### src/rtl/vga_timing_gen.sv
// vga_timing_gen: VGA sync/blank/colour timing generator with built-in test patterns
module vga_timing_gen #(
  parameter int H_ACTIVE = 640,
  parameter int H_FP     = 16,
  parameter int H_SYNC   = 96,
  parameter int H_BP     = 48,
  parameter int V_ACTIVE = 480,
  parameter int V_FP     = 10,
  parameter int V_SYNC   = 2,
  parameter int V_BP     = 33,
  parameter int CLK_DIV  = 2,
  parameter int SYNC_POL = 0,
  parameter int COLOR_W  = 8
) (
  input  logic               clock,
  input  logic               reset,
  input  logic               enable,
  input  logic [1:0]         pattern_sel,
  input  logic [COLOR_W-1:0] pix_r,
  input  logic [COLOR_W-1:0] pix_g,
  input  logic [COLOR_W-1:0] pix_b,
  output logic [10:0]        pixel_x,
  output logic [10:0]        pixel_y,
  output logic [COLOR_W-1:0] RED,
  output logic [COLOR_W-1:0] GREEN,
  output logic [COLOR_W-1:0] BLUE,
  output logic               hSync,
  output logic               vSync,
  output logic               vga_blank,
  output logic               vga_clock,
  output logic               frame_start,
  output logic               line_start
);
  localparam int DW = $clog2(CLK_DIV);
  localparam logic [DW-1:0] DIV_LAST = DW'(CLK_DIV - 1);
  localparam logic [DW-1:0] DIV_HALF = DW'(CLK_DIV / 2);
  localparam logic [10:0] H_LAST   = 11'(H_ACTIVE + H_FP + H_SYNC + H_BP - 1);
  localparam logic [10:0] V_LAST   = 11'(V_ACTIVE + V_FP + V_SYNC + V_BP - 1);
  localparam logic [10:0] H_ACT    = 11'(H_ACTIVE);
  localparam logic [10:0] V_ACT    = 11'(V_ACTIVE);
  localparam logic [10:0] HS_ON    = 11'(H_ACTIVE + H_FP);
  localparam logic [10:0] HS_OFF   = 11'(H_ACTIVE + H_FP + H_SYNC);
  localparam logic [10:0] VS_ON    = 11'(V_ACTIVE + V_FP);
  localparam logic [10:0] VS_OFF   = 11'(V_ACTIVE + V_FP + V_SYNC);
  localparam logic [10:0] BAR_W    = 11'(H_ACTIVE / 8);
  localparam logic [10:0] BARS_END = 11'(8 * (H_ACTIVE / 8));
  localparam logic SP = SYNC_POL != 0;
  localparam int RGB_W = 3 * COLOR_W;
  logic [DW-1:0] div_cnt, div_d;
  logic [10:0] h_cnt, v_cnt, h_d, v_d;
  logic [2:0] bar_idx;
  logic tick, active, bar_on, vclk_d, fs_d, ls_d, blank_d, hs_d, vs_d;
  logic [RGB_W-1:0] bar_rgb, pat_rgb, rgb_d;
  assign pixel_x = h_cnt;
  assign pixel_y = v_cnt;
  assign tick    = div_cnt == DIV_LAST;
  assign active  = h_cnt < H_ACT && v_cnt < V_ACT;
  assign bar_on  = h_cnt < BARS_END;
  assign bar_idx = 3'(h_cnt / BAR_W);
  // Next-state for counters and one-tick-delayed video outputs; enable low clears everything
  always_comb begin
    bar_rgb = {{COLOR_W{bar_on & ~bar_idx[1]}}, {COLOR_W{bar_on & ~bar_idx[2]}}, {COLOR_W{bar_on & ~bar_idx[0]}}};
    pat_rgb = pattern_sel == 2'd0 ? {pix_r, pix_g, pix_b} :
              pattern_sel == 2'd1 ? {{COLOR_W{1'b1}}, {2*COLOR_W{1'b0}}} :
              pattern_sel == 2'd2 ? bar_rgb : {RGB_W{h_cnt[5] ^ v_cnt[5]}};
    div_d   = !enable || tick ? '0 : div_cnt + 1'b1;
    h_d     = !enable ? '0 : !tick ? h_cnt : h_cnt == H_LAST ? '0 : h_cnt + 1'b1;
    v_d     = !enable ? '0 : !tick || h_cnt != H_LAST ? v_cnt : v_cnt == V_LAST ? '0 : v_cnt + 1'b1;
    vclk_d  = div_d >= DIV_HALF;
    fs_d    = enable && tick && h_cnt == '0 && v_cnt == '0;
    ls_d    = enable && tick && h_cnt == '0;
    rgb_d   = !enable ? '0 : tick ? (active ? pat_rgb : '0) : {RED, GREEN, BLUE};
    blank_d = enable && (tick ? active : vga_blank);
    hs_d    = !enable ? ~SP : tick ? (h_cnt >= HS_ON && h_cnt < HS_OFF ? SP : ~SP) : hSync;
    vs_d    = !enable ? ~SP : tick ? (v_cnt >= VS_ON && v_cnt < VS_OFF ? SP : ~SP) : vSync;
  end
  // State and output registers with asynchronous reset
  always_ff @(posedge clock or posedge reset)
    if (reset) begin
      div_cnt            <= '0;
      h_cnt              <= '0;
      v_cnt              <= '0;
      vga_clock          <= 1'b0;
      frame_start        <= 1'b0;
      line_start         <= 1'b0;
      {RED, GREEN, BLUE} <= '0;
      vga_blank          <= 1'b0;
      hSync              <= ~SP;
      vSync              <= ~SP;
    end else begin
      div_cnt            <= div_d;
      h_cnt              <= h_d;
      v_cnt              <= v_d;
      vga_clock          <= vclk_d;
      frame_start        <= fs_d;
      line_start         <= ls_d;
      {RED, GREEN, BLUE} <= rgb_d;
      vga_blank          <= blank_d;
      hSync              <= hs_d;
      vSync              <= vs_d;
    end
endmodule

### config.mk
export PLATFORM = sky130hd
export DESIGN_NAME = vga_timing_gen
export DESIGN_NICKNAME = d
export VERILOG_FILES = /design/src/rtl/vga_timing_gen.sv
export SDC_FILE = /design/constraint.sdc
export NUM_CORES = 1
export LEC_CHECK = 0
export BUFFER_PORTS_ARGS = -buffer_cell sky130_fd_sc_hd__buf_2
export CAP_MARGIN = 20
export CORE_MARGIN = 8
export CORE_UTILIZATION = 50
export DETAILED_ROUTE_END_ITERATION = 8
export GPL_TIMING_DRIVEN = 0
export PLACE_DENSITY = 0.8
export SLEW_MARGIN = 20
export SYNTH_ARGS = -nofsm -noshare
export SYNTH_HDL_FRONTEND = slang
export SYNTH_SLANG_ARGS = --single-unit
### constraint.sdc
create_clock -name clock -period 2.2 [get_ports clock]
set_clock_uncertainty 0.05 [all_clocks]
set_input_delay 0.11 -clock clock [delete_from_list [all_inputs] [get_ports clock]]
set_output_delay 0.11 -clock clock [all_outputs]
set_load 0.005 [all_outputs]
==> flow_summary_export.csv <==
group,metric,value,unit
place,place_inst,490,
cts,cts_buffers,5,
power_and_ir_drop,p_clk_share,36.0,%
cts,clkTransAtPathRegs,100,ps
worst_setup_path,path_depth,7,
timing,layout_setup_ws,93.4,ps
final_layout,fin_cells,513,
yosys,yosys_warnings,0,
floorplanning,dieArea,8670,um^2
yosys,seq_area_frac_synth,43.8,%
cts,clock_sinks,52,
yosys,syn_nets,367,
routing,drcViolationCount,0,
timing,setup_tns,0,ps
worst_setup_path,max_stage_delay,510,ps
power_and_ir_drop,comb_power_share,12.2,%
cts,cts_buffer_depth,2,
timing,hold_viol,0,
yosys,avgSynthCellArea,8.90,um^2
power_and_ir_drop,vdd_drop_max,0.456,mV
worst_setup_path,slowest_stage,"o311ai_2",
yosys,synth_top_area_cell,"dfrtp_1",
final_layout,layout.nets,470,
yosys,synth_area,2970,um^2
worst_setup_path,crit_arrival,2260,ps
yosys,synthArstFlopShare,100,%
timing,fmax,475,MHz
cts,insertion_delay,310,ps
timing,final_max_slew_viol_count,0,
final_layout,drive_above_1_share,27.4,%
floorplanning,dieHeight,93.1,um
global_routing,antenna_found_initial,0,
final_layout,diodes,0,
final_layout,synthToLayoutAreaGrowth,26.8,%
worst_hold_path,min_path_type,"input pin to flop",
routing,dr.pass1.iters,4,
power_and_ir_drop,swShare,25.8,%
routing,antenna_left,0,
routing,drt_iter0_drc,243,
timing,worst_pin_slew,531,ps
worst_setup_path,r2r_start,"pixel_x[0]$_DFFE_PP0P_",
power_and_ir_drop,total_power,1.95,mW
cts,cts-root-buf,"clkbuf_8",
yosys,syn_inst,334,
worst_hold_path,holdCritStartpoint,"pix_g[5]",
power_and_ir_drop,power.switching,502,uW
power_and_ir_drop,power.internal,1.44,mW
worst_setup_path,cp_max_fo,10,
yosys,ys.flop_type,"dfrtp_1",
worst_hold_path,whs_path_depth,3,
global_routing,grt_max_degree,31,
place,dp_hpwl,6160,um
run,drv_cap,0,
floorplanning,initial_core_util,50.8,%
yosys,ys_types,62,
global_routing,first_global_vias,2925,
timing,rsz0062_at_grt,"yes",
floorplanning,pin_count,81,
global_routing,grt_overflow_total,0,
yosys,netlist.area_leader.share,42.1,%
timing,max-slew-margin-rel,64.6,%
place,dpl_worst_slack,138,ps
global_routing,grt_usage,20.3,%
worst_setup_path,cp.required,2350,ps
timing,finalCriticalPeriod,2110,ps
floorplanning,core,5850,um^2
routing,vias_per_cell,5.69,
yosys,yosysMostFrequentCell,"dfrtp_1",
yosys,synthTopCellsByArea,"dfrtp_1 42%, nand2_1 4.9%, o21ai_1 4.7%",
cts,htreeDepth,2,
timing,fin_crit_sh,95.8,%
power_and_ir_drop,power.share.sequential,51.9,%
place,gp_congestion,0.910,
place,io_buffers,80,
global_routing,grt_pass1_wl,14500,um
routing,routed_wl,8570,um
worst_setup_path,critPathBufInv,1,
floorplanning,die_w,93.1,um
worst_setup_path,critPathKind,"flop to flop",
timing,finalSetupViolCount,0,
yosys,netlist_top_cells_count,"50 x dfrtp_1, 39 x nand2_1, 28 x nor2_1, 28 x o21ai_1, 20 x a21oi_1",
yosys,synth-edff-count,0,
worst_setup_path,path_cells,"ha_1 -> nand4_1 -> o311ai_2 -> buf_2 -> nor2_1 -> o21ai_1 -> o41ai_1",
yosys,ys_ff_latch,52,
routing,wl_per_cell,16.7,um
outcome,status,"finished clean",
power_and_ir_drop,p_leak,1.80,nW
routing,route.vias.total,2920,
power_and_ir_drop,power_density,516,nW/um^2
floorplanning,num_rows,28,
worst_setup_path,cp-start-kind,"flop",
worst_setup_path,reg2reg_slack,90,ps
worst_setup_path,r2r_cells,7,
cts,cts_tree,"done",
worst_setup_path,critPathLaunch,"pixel_x[0]$_DFFE_PP0P_",
cts,post_cts_buffers,0,
worst_setup_path,cp_top_family,"compound AO/OA/AOI/OAI gates",
worst_setup_path,cp-end-kind,"flop",
-- power by group through the flow --
stage	clock network [mW]	registers, mW	logic, mW
finish	0.700	1.01	0.237
global route	0.738	1.01	0.266
CTS	0.709	1.01	0.236
detailed placement	0	1.03	0.215
global placement	0	1.03	0.203
floorplan	0	1.03	0.106
-- routing by layer --
metal / share of wire, % / GRT usage [%]
met3: 7.2 / 5.45
met5: 0 / 0
met1: 43 / 25.5
met2: 49 / 33.4
met4: 1.1 / 5.50
-- final timing paths --
| kind | endpoint |
|---|---|
| max | pixel_x[5]$_DFFE_PP0P_ |
| min | GREEN[5]$_DFFE_PP0P_ |
| max reg2reg | pixel_x[5]$_DFFE_PP0P_ |
| min reg2reg | hSync$_DFFE_PP1P_ |
| max in group asynchronous | pixel_x[5]$_DFFE_PP0P_ |
| min in group asynchronous | GREEN[2]$_DFFE_PP0P_ |
-- cell families (layout without fill, tap and decap cells) --
kind of cell	Yosys count	in the layout	synth area share [%]
flops	52	52	43.8
simple gates	135	135	24.7
xor+xnor	11	11	3.24
compound gates	94	94	20.2
fa+ha+maj	4	4	1.68
buf+inv	38	142	6.39
-- registers in the layout (all words and copies together) (netlist names) --
signal and count:
pixel_x 11, pixel_y 11, BLUE 8, GREEN 8, RED 8, div_cnt 1, frame_start 1, hSync 1
line_start 1, vSync 1, vga_blank 1
-- metrics by stage --
step / util, % / area, um^2 / hold WS [ps]
after floorplan: - / 2970 / 99.3
after global placement: 59.3 / 3470 / 291
after detailed placement: 59.6 / 3490 / 114
after CTS: 64.2 / 3760 / 5.77
after global routing: 64.5 / 3770 / 17.2
final: 64.5 / 3770 / 9.54
-- tightest hold or removal path, delay by kind of cell --
kind                   cells  cell delay [ps]
and+or+nand+nor            1               40
buffers and inverters      1               80
AOI/OAI and AO/OA          1              110
-- placed cells by master, fill, tap and decap left out, types with 2 or more instances in the layout --
cell           synthesis  layout
buf_4                  2       2
nor2_2                 1       2
o41ai_1                3       3
and3_1                 7       7
nor2b_1                5       5
xnor2_1                3       3
buf_2                  8      88
ha_1                   4       4
a22oi_1                8       8
o21a_1                 3       3
dfrtp_1               50      50
dfstp_2                2       2
o21ai_0               15      15
xor2_1                 8       8
o31ai_1                3       3
nand4_1               10      10
nand2_1               39      39
inv_1                 15      14
nor2_1                28      27
or3_1                  3       3
and4_1                 2       2
clkbuf_8               0       5
nor4_1                 3       3
clkbuf_1               8       8
dlygate4sd3_1          0      15
nor3_1                 6       6
buf_8                  2       2
o21ai_1               28      27
nor3b_1                4       4
inv_2                  1       2
nand2b_1               2       2
a21oi_1               20      20
nand3_1               10      10
-- timing repair --
| action | 4_1_cts | 5_1_grt |
|---|---|---|
| hold buffers | 15 | 0 |
| hold endpoints to repair | 34 | 0 |
| endpoints found under the setup margin | 0 | 11 |
| resized for setup | 0 | 4 |
-- layout make-up --
| cell class | count | area, um^2 |
|---|---|---|
| buffer | 22 | 130 |
| clock buffer | 5 | 68.8 |
| clock inverter | 3 | 50.0 |
| fill | 520 | 2080 |
| inverter | 16 | 60.1 |
| multi-input combinational | 244 | 1500 |
| sequential | 52 | 1300 |
| tap | 75 | 93.8 |
| timing repair buffer | 96 | 571 |
(Power assumes the default switching activity.)
